**src/rtl/axis_rx_fifo_arb.sv**
```systemverilog
`default_nettype none
// ============================================================================
//  Module   : axis_rx_fifo_arb
//  Purpose  : Two-channel RX packet scheduler. Shares one AXIS master port
//             between two RX bridge FIFO pairs (64-bit data FIFO + 32-bit
//             byte-count FIFO). The arbiter works round-robin at packet
//             boundaries. It reads the packet's byte count, streams
//             ceil(bytes/8) data words, and generates tstrb/tlast.
//  Ports    : rx_mac_aclk/reset        - clock, sync active-high reset
//             rdempty_rf*/rdempty_rcf* - data / count FIFO empty flags
//             dataout_rf*/dataout_rcf* - FIFO outputs (1-cycle read latency)
//             rden_rf*/rden_rcf*       - FIFO read enables
//             rx_axis_mac_*            - AXIS master (tdata/tvalid/tlast/
//                                        tstrb out, tready in)
//             grant_ch, busy, pkt_done, len_err - status
//  Revision : 1.0  initial release
// ============================================================================
module axis_rx_fifo_arb #(
  parameter int          DATA_WIDTH = 64,
  parameter int          BCNT_WIDTH = 32,
  parameter logic [15:0] MAX_BYTES  = 16'd9600
) (
  input  logic                  rx_mac_aclk,
  input  logic                  reset,
  input  logic                  rdempty_rf0,
  input  logic                  rdempty_rf1,
  input  logic                  rdempty_rcf0,
  input  logic                  rdempty_rcf1,
  input  logic [DATA_WIDTH-1:0] dataout_rf0,
  input  logic [DATA_WIDTH-1:0] dataout_rf1,
  input  logic [BCNT_WIDTH-1:0] dataout_rcf0,
  input  logic [BCNT_WIDTH-1:0] dataout_rcf1,
  output logic                  rden_rf0,
  output logic                  rden_rf1,
  output logic                  rden_rcf0,
  output logic                  rden_rcf1,
  output logic [DATA_WIDTH-1:0] rx_axis_mac_tdata,
  output logic                  rx_axis_mac_tvalid,
  output logic                  rx_axis_mac_tlast,
  output logic [7:0]            rx_axis_mac_tstrb,
  input  logic                  rx_axis_mac_tready,
  output logic                  grant_ch,
  output logic                  busy,
  output logic                  pkt_done,
  output logic                  len_err
);

  localparam logic [2:0] S_IDLE  = 3'd0;
  localparam logic [2:0] S_RDCNT = 3'd1;
  localparam logic [2:0] S_LATCH = 3'd2;
  localparam logic [2:0] S_DATA  = 3'd3;
  localparam logic [2:0] S_DRAIN = 3'd4;

  // Output buffer entry: {last, strb[7:0], data}
  localparam int ENTRY_W = DATA_WIDTH + 9;

  logic [2:0]         r_state;
  logic               r_grant;
  logic               r_last_grant;
  logic [13:0]        r_words_left;
  logic [7:0]         r_last_strb;
  logic               r_rd_vld;      // read issued last cycle, data arrives now
  logic               r_rd_last;
  logic [7:0]         r_rd_strb;
  logic [ENTRY_W-1:0] r_buf [0:2];
  logic [1:0]         r_wptr;
  logic [1:0]         r_rptr;
  logic [1:0]         r_occ;

  logic               w_elig0;
  logic               w_elig1;
  logic               w_winner;
  logic [15:0]        w_bytes;
  logic [16:0]        w_bytes_rnd;
  logic               w_len_bad;
  logic [7:0]         w_last_strb;
  logic               w_rf_empty_g;
  logic               w_room;
  logic               w_issue;
  logic               w_tvalid;
  logic               w_pop;
  logic [ENTRY_W-1:0] w_head;
  logic [DATA_WIDTH-1:0] w_rd_data;
  logic               w_unused_cnt_lo;

  function automatic logic [1:0] f_inc(input logic [1:0] p);
    return (p == 2'd2) ? 2'd0 : p + 2'd1;
  endfunction

  assign w_elig0 = !rdempty_rcf0 && !rdempty_rf0;
  assign w_elig1 = !rdempty_rcf1 && !rdempty_rf1;
  // On a tie the channel that did not win last time goes next.
  assign w_winner = (w_elig0 && w_elig1) ? !r_last_grant : w_elig1;

  assign w_bytes     = r_grant ? dataout_rcf1[BCNT_WIDTH-1 -: 16] : dataout_rcf0[BCNT_WIDTH-1 -: 16];
  assign w_bytes_rnd = {1'b0, w_bytes} + 17'd7;
  assign w_len_bad   = (w_bytes == 16'd0) || (w_bytes > MAX_BYTES);
  assign w_last_strb = (w_bytes[2:0] == 3'd0) ? 8'hFF : ((8'h01 << w_bytes[2:0]) - 8'h01);
  assign w_unused_cnt_lo = &{1'b0, dataout_rcf0[BCNT_WIDTH-17:0], dataout_rcf1[BCNT_WIDTH-17:0]};

  // Buffered words plus the one possibly in flight must fit in 3 entries,
  // so a stalled consumer can never overflow the buffer.
  assign w_rf_empty_g = r_grant ? rdempty_rf1 : rdempty_rf0;
  assign w_room       = ({1'b0, r_occ} + {2'b00, r_rd_vld}) < 3'd3;
  assign w_issue      = (r_state == S_DATA) && (r_words_left != 14'd0) && !w_rf_empty_g && w_room;

  assign w_rd_data = r_grant ? dataout_rf1 : dataout_rf0;
  assign w_tvalid  = (r_occ != 2'd0);
  assign w_pop     = w_tvalid && rx_axis_mac_tready;
  assign w_head    = r_buf[r_rptr];

  // Read enables are suppressed during reset so no FIFO entry is consumed
  // while the controller is being cleared.
  assign rden_rcf0 = !reset && (r_state == S_RDCNT) && !r_grant;
  assign rden_rcf1 = !reset && (r_state == S_RDCNT) &&  r_grant;
  assign rden_rf0  = !reset && w_issue && !r_grant;
  assign rden_rf1  = !reset && w_issue &&  r_grant;

  // Head is masked when empty so idle outputs read as zero.
  assign rx_axis_mac_tvalid = w_tvalid;
  assign rx_axis_mac_tdata  = w_tvalid ? w_head[DATA_WIDTH-1:0] : '0;
  assign rx_axis_mac_tstrb  = w_tvalid ? w_head[DATA_WIDTH +: 8] : 8'h00;
  assign rx_axis_mac_tlast  = w_tvalid && w_head[ENTRY_W-1];

  assign grant_ch = r_grant;
  assign busy     = (r_state != S_IDLE);
  assign pkt_done = (r_state == S_DRAIN) && w_pop && w_head[ENTRY_W-1];
  assign len_err  = (r_state == S_LATCH) && w_len_bad;

  // Buffer storage carries no reset; the occupancy count decides validity.
  always_ff @(posedge rx_mac_aclk) begin
    if (!reset && r_rd_vld) begin
      r_buf[r_wptr] <= {r_rd_last, r_rd_strb, w_rd_data};
    end
  end

  always_ff @(posedge rx_mac_aclk) begin
    if (reset) begin
      r_state      <= S_IDLE;
      r_grant      <= 1'b0;
      r_last_grant <= 1'b1;
      r_words_left <= 14'd0;
      r_last_strb  <= 8'h00;
      r_rd_vld     <= 1'b0;
      r_rd_last    <= 1'b0;
      r_rd_strb    <= 8'h00;
      r_wptr       <= 2'd0;
      r_rptr       <= 2'd0;
      r_occ        <= 2'd0;
    end else begin
      r_rd_vld <= w_issue;
      if (w_issue) begin
        r_rd_last <= (r_words_left == 14'd1);
        r_rd_strb <= (r_words_left == 14'd1) ? r_last_strb : 8'hFF;
      end
      if (r_rd_vld) r_wptr <= f_inc(r_wptr);
      if (w_pop)    r_rptr <= f_inc(r_rptr);
      r_occ <= r_occ + {1'b0, r_rd_vld} - {1'b0, w_pop};

      case (r_state)
        S_IDLE: begin
          if (w_elig0 || w_elig1) begin
            r_grant      <= w_winner;
            r_last_grant <= w_winner;
            r_state      <= S_RDCNT;
          end
        end
        S_RDCNT: r_state <= S_LATCH;
        S_LATCH: begin
          if (w_len_bad) begin
            r_state <= S_IDLE;
          end else begin
            r_words_left <= w_bytes_rnd[16:3];
            r_last_strb  <= w_last_strb;
            r_state      <= S_DATA;
          end
        end
        S_DATA: begin
          if (w_issue) begin
            r_words_left <= r_words_left - 14'd1;
            if (r_words_left == 14'd1) r_state <= S_DRAIN;
          end
        end
        S_DRAIN: begin
          if (w_pop && w_head[ENTRY_W-1]) r_state <= S_IDLE;
        end
        default: r_state <= S_IDLE;
      endcase
    end
  end

endmodule
`default_nettype wire
```
**config.mk**
```make
export PLATFORM = sky130hd
export DESIGN_NAME = axis_rx_fifo_arb
export DESIGN_NICKNAME = d
export VERILOG_FILES = /design/src/rtl/axis_rx_fifo_arb.sv
export SDC_FILE = /design/constraint.sdc
export NUM_CORES = 1
export LEC_CHECK = 0
export BUFFER_PORTS_ARGS = -buffer_cell sky130_fd_sc_hd__buf_2
export CAP_MARGIN = 20
export CORE_MARGIN = 1
export CORE_UTILIZATION = 30
export CTS_CLUSTER_SIZE = 10
export DETAILED_ROUTE_END_ITERATION = 16
export GPL_TIMING_DRIVEN = 1
export SKIP_LAST_GASP = 1
export SYNTH_ARGS = -nofsm -noshare
export SYNTH_HDL_FRONTEND = slang
export SYNTH_SLANG_ARGS = --single-unit
```
**constraint.sdc**
```tcl
create_clock -name rx_mac_aclk -period 7 [get_ports rx_mac_aclk]
set_input_delay 0.35 -clock rx_mac_aclk [delete_from_list [all_inputs] [get_ports rx_mac_aclk]]
set_output_delay 0.35 -clock rx_mac_aclk [all_outputs]
set_load 0.005 [all_outputs]
```
After elaboration in Yosys (flattened, before gate mapping)
Memory sizes are Yosys's and may differ from the RTL's. A register that Yosys moved wholly into a read port is not among the register bits.
Cells that the tools add are included.
{"block": "word_totals", "regBits": 43, "latch_bits": 0, "ram_bits": 219, "rom_bits": 0, "in_bits": 199, "out_inout_bits": 82, "wordCells": 99, "mem_count": 1}
{"block": "op_classes", "n_addsub": 8, "multipliers": 0, "div_mod_pow": 0, "order_cmp": 2, "eq_ne": 12, "n_shift": 1, "mux": 23, "bitwise": 1, "reduce_logical": 40}
{"name": "r_buf", "words": 3, "word_bits": 73, "rd": 1, "rd_ports_with_merged_regs": 1, "write_ports": 1, "line": "65", "rtl": "logic [ENTRY_W-1:0] r_buf [0:2];"}
{"operator": "$mux W64", "n": 2}
{"operator": "$mux W14", "n": 2}
{"operator": "$pmux W14 S2", "n": 1}
{"operator": "$mux W8", "n": 3}
{"operator": "$logic_and A1 B1 Y1", "n": 19}
{"operator": "$add A16 B3 Y17 const B", "n": 1}
{"operator": "$gt A16 B14 Y1 const B", "n": 1}
{"operator": "$logic_not A16 Y1", "n": 1}
{"operator": "$mux W16", "n": 1}
{"operator": "$pmux W3 S5", "n": 1}
{"operator": "$eq A14 B1 Y1 const B", "n": 1}
{"operator": "$reduce_bool A14 Y1", "n": 1}
{"operator": "$sub A14 B1 Y14 const B", "n": 1}
{"operator": "$mux W3", "n": 4}
{"operator": "$mux W2", "n": 5}
{"operator": "$logic_not A1 Y1", "n": 8}
{"operator": "$shl A1 B3 Y8 const A", "n": 1}
{"operator": "$sub A8 B1 Y8 const B", "n": 1}
{"operator": "$eq A3 B2 Y1 const B", "n": 2}
{"operator": "$logic_not A3 Y1", "n": 2}
{"operator": "$ne A2 B2 Y1 const B", "n": 3}
{"operator": "$add A2 B1 Y2 const B", "n": 2}
{"operator": "$eq A2 B2 Y1 const B", "n": 2}
{"operator": "$mux W1", "n": 4}
{"operator": "other kinds (14)", "n": 18}

Longest topological paths before layout
Gate-level depths: netlist (run 1).
{"block": "depth", "word_depth": 6, "depth_mapped": 10, "depth_no_buf": 10}

Worst setup path after synthesis (run 1)
Ideal clock, no wire load.
{"block": "synth_path", "kind": "input to register", "start": "input reset", "end": "memory r_buf[1][0] in the netlist's numbering (enable)", "setup_ps": 609, "arrival_time_ps": 6058, "t_required_ps": 6391, "setup_slack_ps": 333, "path_stages": 4, "path_buffers": 1, "cell_sequence": "clkbuf_1 > inv_1 > nand2_1 > nor3b_1"}
{"block": "synth_between", "elab_chain_len": 4}
{"item": "start: declaration", "line": "24", "rtl": "input logic reset,"}
{"item": "$logic_not A1 Y1", "line": "132", "rtl": "if (!reset && r_rd_vld) begin"}
{"item": "$logic_and A1 B1 Y1", "line": "132"}
{"item": "$mux W1", "line": "132"}
{"item": "$mux W1 (not written as such)", "line": "133", "rtl": "r_buf[r_wptr] <= {r_rd_last, r_rd_strb, w_rd_data};"}
{"item": "end: declaration", "line": "65"}
Every way passes these cells.

Final worst setup path (run 1)
{"block": "layout_path", "start": "register r_grant, in the netlist grant_ch", "end": "output len_err"}
{"block": "layout_between", "elab_chain_len": 4, "word_cells_on_any_way": 5, "cone_classes": "order compare: 1; mux: 1; reduce/logical: 3"}
{"item": "start: declaration", "line": "58", "rtl": "logic r_grant;"}
{"item": "start signal: assignment", "line": "163", "rtl": "r_grant <= w_winner;"}
{"item": "$mux W16 (*)", "line": "95", "rtl": "assign w_bytes = r_grant ? dataout_rcf1[BCNT_WIDTH-1 -: 16] : dataout_rcf0[BCNT_WIDTH-1 -: 16];"}
{"item": "$gt A16 B14 Y1 or $logic_not A16 Y1 (tied branches)", "line": "97", "rtl": "assign w_len_bad = (w_bytes == 16'd0) || (w_bytes > MAX_BYTES);"}
{"item": "$logic_or A1 B1 Y1 (*)", "line": "97"}
{"item": "$logic_and A1 B1 Y1 (*)", "line": "128", "rtl": "assign len_err = (r_state == S_LATCH) && w_len_bad;"}
{"item": "end: declaration", "line": "45", "rtl": "output logic len_err"}
Mark *: on every way between the ends. The rest lies on a longest branch, timed or not.

==> results of run 1 <==
==> cell usage after synthesis, types with 14 or more instances <==
cell,count,area [µm²]
clkbuf_1,30,113
nor2_1,182,683
buf_2,15,75.1
dfxtp_1,45,901
a21oi_1,108,541
nor3_1,15,75.1
edfxtp_1,219,6580
nand3_1,18,90.1
mux2_2,73,822
nand2_1,32,120
mux2i_1,82,821
buf_1,14,52.6
==> power by group through the flow <==
stage | registers, mW | logic, mW | clock network [mW]
floorplan | 1.76 | 0.345 | 0
global placement | 1.79 | 0.530 | 0
detailed placement | 1.79 | 0.540 | 0
CTS | 1.76 | 0.542 | 1.51
global route | 1.76 | 0.593 | 1.57
finish | 1.76 | 0.531 | 1.46
==> logic make-up after synthesis <==
group / share of synthesized area [%]
AND/OR/NAND/NOR: 11.3
flip-flops: 61.5
AO/OA/AOI/OAI: 9.13
multiplexers: 13.5
buffers and inverters: 2.38
XOR/XNOR: 1.08
adder cells (fa/ha/maj): 1.03
==> layer usage <==
metal,up-vias,wire length [µm],global-route usage [%]
li1,4179,-,-
met1,4109,12900,17.3
met2,236,13600,23.5
met3,32,1380,1.89
met4,0,452,3.44
met5,-,0,0
==> sequential cells by signal, indices dropped and copies added, names as in the netlist, named ones only <==
register      flops
r_buf           219
r_words_left     14
r_last_strb       8
r_rd_strb         8
r_state           3
r_occ             2
r_rptr            2
r_wptr            2
grant_ch          1
r_last_grant      1
r_rd_last         1
r_rd_vld          1
==> per-stage QoR <==
| stage | instances | hold slack [ns] |
|---|---|---|
| 5_1_grt | 1777 | 0.127 |
| 6_report | 1777 | 0.142 |
| 4_1_cts | 1777 | 0.105 |
| 2_1_floorplan | 995 | 0.436 |
| 3_5_place_dp | 1720 | 0.461 |
| 3_3_place_gp | 1720 | 0.460 |
==> worst max path at each step <==
stage             start         endpoint  depth (start not counted)
2_1_floorplan     reset      r_buf[1][0]                          4
3_3_place_gp   grant_ch  r_words_left[4]                          7
3_5_place_dp   grant_ch  r_words_left[4]                          7
4_1_cts        grant_ch          len_err                          6
5_1_grt        grant_ch  r_words_left[4]                          7
6_report       grant_ch          len_err                          6
==> critical path, stage by stage (launching register included) <==
cell and delay [ns]:
dfxtp_4 0.75, buf_4 0.75, mux2_2 0.46, a2111o_1 0.42, a21oi_1 0.34, o21a_1 0.19, buf_2 0.11
==> cell usage in the layout (no fill, tap or decap), types with 12 or more instances in the layout <==
| master | instances |
|---|---|
| nand3_1 | 18 |
| buf_4 | 12 |
| nor3_1 | 14 |
| clkbuf_1 | 22 |
| buf_2 | 248 |
| clkbuf_16 | 32 |
| a21oi_1 | 108 |
| mux2_2 | 73 |
| edfxtp_1 | 219 |
| mux2i_1 | 82 |
| nor2_1 | 181 |
| nand2_1 | 32 |
| dfxtp_1 | 42 |
==> cell type report <==
type	instances	area, µm²
Fill cell	3898	25000
Sequential cell	264	7490
Multi-Input combinational cell	660	4410
Timing Repair Buffer	260	1330
Clock buffer	54	883
Tap cell	525	657
Inverter	11	41.3
Clock inverter	3	37.5
==> metrics.yaml, run 1 <==
timing:
  period_needed_ns: 3.95
  setup-tns-final_ns: 0
  tightestPinTransition_ns: 1.02
  maxSlewViolCount: 0
  slew_headroom_pct: 31.9
  min_period_over_period_pct: 56.4
  rsz0062_at_grt: "false"
  max_freq_ghz: 0.253
  setup_viol: 0
  skew_ns: 0.0187
  finalWorstSetupSlack_ns: 3.05
  hold_viol_final: 0
place:
  globalplace.congestion: 0.818
  place_area_um2: 13900
  pre_cts_ws_ns: 3.14
  hpwl_um: 17900
  io_buffers: 248
cells_and_area:
  antenna_cells: 0
  stdcell_area_um2: 14800
  fin_util_pct: 37.3
  fin_nets: 1437
  drive_above_1_share_pct: 30.7
  area_growth_pct: 22.2
clock_network:
  post-cts-setup-buffers: 0
  numCtsBuffers: 31
  cts_max_path_buffers: 3
  clk_pin_slew_ns: 0.05
  ctsResizeCount: 0
  cts_hold_buf: 0
  cts_root_buf: "clkbuf_16"
  h-tree-depth: 1
  clock_latency_ns: 0.55
  cts_tree: "built"
  cts_sinks: 264
worst_setup_path:
  worstSetupStartpointType: "flop"
  cp_data_required_time_ns: 6.65
  r2r-start: "grant_ch"
  arrival_ns: 3.60
  critPathMaxFanout: 65
  cp-end-kind: "output port"
  crit_type: "reg2out"
  worstReg2RegEnd: "r_words_left[4]"
  r2r_setup_slack_ns: 3.13
  reg2regPathDepth: 7
global_route:
  antenna_found_initial: 0
  grt_pass1_wl_um: 44100
  grt_usage_pct: 13.4
  grt_max_degree: 97
  grt-ovfl-total: 0
  first_global_vias: 8297
synth:
  synth_edf_count: 219
  synth_seq_cells: 264
  syn_nets: 1204
  synthFlopType: "edfxtp_1"
  netlist_instances: 995
  syn_area_um2: 12100
  synth.distinct_cells: 59
  syn_area_per_cell_um2: 12.2
  synth-seq-area-share_pct: 61.5
  async_flop_share_pct: 0
  yosysWarningCount: 0
route:
  drtAntennaViolNets: 0
  drt_wl_total_um: 28300
  via_per_inst: 4.81
  num_vias: 8556
  first_iter_violations: 437
  drt_pre_antenna_iters: 5
  drcViolationCount: 0
  wl_per_cell_um: 15.9
min_path:
  min_path_cells: 2
  hold_path_end: "r_buf[2][26]"
  hp-class: "in2reg"
  hold_path.startpoint: "dataout_rf0[26]"
pwr:
  p_sw_mw: 0.913
  finalPower_mw: 3.75
  switching_share_pct: 24.4
  internal_power_mw: 2.84
  p_seq_share_pct: 46.9
  pwr-share-comb_pct: 14.1
  powerDensity_nw_per_um2: 253
  clockPowerShare_pct: 39.0
  irDropWorstVdd_uv: 154
  p_leak_nw: 5.39
run:
  maxCapViolations: 0
die:
  io_pins: 281
  std_cell_rows: 73
  start_util_pct: 30.5
  die_area_um2: 41300
  core_area_um2: 39800
  die_w_um: 203
  die_y_um: 203
outcome:
  status: "finished clean"
Note: power is estimated with default switching activity, not from simulation.
==> inputs of run 2 (changes only) <==
==> constraint.sdc (replaced) <==
create_clock -name rx_mac_aclk -period 3.17 [get_ports rx_mac_aclk]
set_input_delay 0.1585 -clock rx_mac_aclk [delete_from_list [all_inputs] [get_ports rx_mac_aclk]]
set_output_delay 0.1585 -clock rx_mac_aclk [all_outputs]
set_load 0.005 [all_outputs]
==> metrics.yaml, run 2 (synthesized netlist as in run 1, its figures left out) <==
cells_and_area:
  largest_reg_flops: 219  # unchanged
  reg.largest.list: "r_buf: 219 flops, r_words_left: 14 flops"
  fin_util_pct: 40.9  # +3.7 points
  nFillCells: 3775  # -3.2%
  fin_nets: 1580  # +10%
  layout_common_cells: "248 x buf_2, 219 x edfxtp_1, 181 x nor2_1"
  stdcell_area_um2: 16300  # +9.8%
  drive_above_1_share_pct: 28.2  # -2.5 points
  antenna_cells: 0  # unchanged
  final_common_cell: "buf_2"
  largest-register: "r_buf"
  area_growth_pct: 34.2
clock_network:
  cts_root_buf: "clkbuf_16"
  cts_tree: "built"
  numCtsBuffers: 31  # unchanged
  cts_sinks: 264  # unchanged
  clk_pin_slew_ns: 0.05  # about the same
  clock_latency_ns: 0.55  # about the same
  cts_max_path_buffers: 3  # unchanged
  h-tree-depth: 1  # unchanged
worst_setup_path:
  worstReg2RegEnd: "r_words_left[9]"
  cp_top_family: "compound AO/OA/AOI/OAI gates"
  critPathCapture: "len_err"
  r2r_setup_slack_ns: 0.69  # -2.44 ns
  r2r-start: "r_words_left[9]"
  worstSetupStartpointType: "flop"
  cp_num_cells: 6  # unchanged
  critPathMaxFanout: 24  # -63%
  startpoint: "grant_ch"
  arrival_ns: 2.65  # -0.95 ns
  reg2regPathDepth: 6  # -1
  slowest_delay_ns: 0.50  # -0.25 ns
  cp-end-kind: "output port"
  crit_slowest_cell: "dfxtp_4"
  cp_data_required_time_ns: 3.01  # -3.64 ns
  crit_chain: "nor4b_4 > nand2_1 > a2111o_1 > a21oi_1 > o21a_1 > buf_2"
  crit_type: "reg2out"
  critPathBufInv: 1  # -1
global_route:
  grt_max_degree: 74  # -24%
  grt_usage_pct: 13.9  # +0.49 points
  grt-ovfl-total: 0  # unchanged
  first_global_vias: 8980  # +8.2%
  antenna_found_initial: 0  # unchanged
  grt_pass1_wl_um: 46000  # +4.2%
pwr:
  irDropWorstVdd_uv: 351  # +130%
  p_leak_nw: 6.00  # +11%
  powerDensity_nw_per_um2: 514  # +100%
die:
  io_pins: 281  # unchanged
  core_area_um2: 39800  # unchanged
  die_area_um2: 41300  # unchanged
  start_util_pct: 30.5  # unchanged
  std_cell_rows: 73  # unchanged
  die_y_um: 203  # unchanged
  die_w_um: 203  # unchanged
min_path:
  hp-class: "in2reg"
timing:
  hold_viol_final: 0  # unchanged
  skew_ns: 0.0161  # -0.00260 ns
  max_freq_ghz: 0.356
  maxSlewViolCount: 0  # unchanged
  min_period_over_period_pct: 88.5
  period_needed_ns: 2.81
  setup_viol: 0  # unchanged
  rsz0062_at_grt: "false"
  tightestPinTransition_ns: 0.931  # -0.0907 ns
  setup-tns-final_ns: 0  # unchanged
  slew_headroom_pct: 38.0  # +6.0 points
route:
  via_per_inst: 4.69  # -2.6%
  first_iter_violations: 443  # +1.4%
  drcViolationCount: 0  # unchanged
  drt_pre_antenna_iters: 4  # -1
  num_vias: 9002  # +5.2%
  wl_per_cell_um: 15.5  # -2.7%
  drt_wl_total_um: 29700  # +5.2%
  drtAntennaViolNets: 0  # unchanged
place:
  globalplace.congestion: 0.820  # +0.27%
  io_buffers: 248  # unchanged
  hpwl_um: 18400  # +2.8%
  place_area_um2: 14000  # +0.75%
run:
  maxCapViolations: 0  # unchanged
outcome:
  status: "finished clean"
-- run 2: cell count changes in the layout (fill, tap and decap cells not counted), moves of 2 or more --
cell and change:
buf_12 +2, buf_4 +6, nor3b_4 +2, dlygate4sd3_1 +134, nor3b_2 -2
-- run 2: worst register-to-register path, cell delays in order, from the launching register on --
cell     delay (ns)
dfxtp_1        0.35
or4_4          0.57
nor4b_4        0.37
a31oi_4        0.28
a31oi_4        0.39
nand2_4        0.13
a32o_1         0.27
-- run 2: per-stage QoR --
step / total power [mW] / hold slack (ns) / cells / worst slack, ns
6_report: 8.38 / 0.0565 / 1920 / 0.364
5_1_grt: 8.77 / 0.111 / 1920 / 0.178
4_1_cts: 8.49 / 0.0328 / 1919 / 0.0230
3_5_place_dp: 5.15 / 0.463 / 1728 / 0.561
3_3_place_gp: 5.14 / 0.454 / 1728 / 0.576
2_1_floorplan: 4.64 / 0.380 / 995 / 0.191
-- run 2: timing repair --
item | in CTS | in global routing
setup endpoints to repair | 0 | 1
gates resized for setup | 0 | 1
hold buffers | 134 | 0
hold endpoints to repair | 196 | 0
buffers inserted | 0 | 1
-- run 2: worst min-delay path by stage --
stage / startpoint / to / slack [ns] / cells past startpoint
floorplan: rdempty_rcf1 / r_last_grant / 0.38 / 3
global placement: r_last_strb[5] / r_last_strb[5] / 0.45 / 2
detailed placement: r_words_left[12] / r_words_left[12] / 0.46 / 2
CTS: rdempty_rf0 / grant_ch / 0.03 / 5
global route: rdempty_rf0 / grant_ch / 0.11 / 5
finish: rdempty_rf0 / grant_ch / 0.06 / 5
-- run 2: area by class of cell --
type	instances	area (µm²)	share of cell area [%]
inverter	11	41.3	0.253
sequential	264	7490	45.9
clock buffer	55	887	5.44
multi-input combinational	660	4430	27.2
tap	525	657	4.03
clock inverter	2	10.0	0.0614
timing repair buffer	403	2780	17.1
-- run 2: where the power goes --
| part | internal, mW | leakage (nW) | switching, mW |
|---|---|---|---|
| Clock | 1.87 | 0.428 | 1.28 |
| Combinational | 0.678 | 3.26 | 0.694 |
| Sequential | 3.79 | 2.32 | 0.0676 |
| Total | 6.34 | 6.00 | 2.05 |
-- run 2: per-layer routing --
| metal | up-vias | GRT usage, % | routed length (µm) |
|---|---|---|---|
| li1 | 4456 | - | - |
| met1 | 4270 | 17.2 | 13100 |
| met3 | 37 | 2.29 | 1470 |
| met4 | 0 | 4.14 | 545 |
| met5 | - | 0 | 0 |
| met2 | 239 | 24.8 | 14600 |
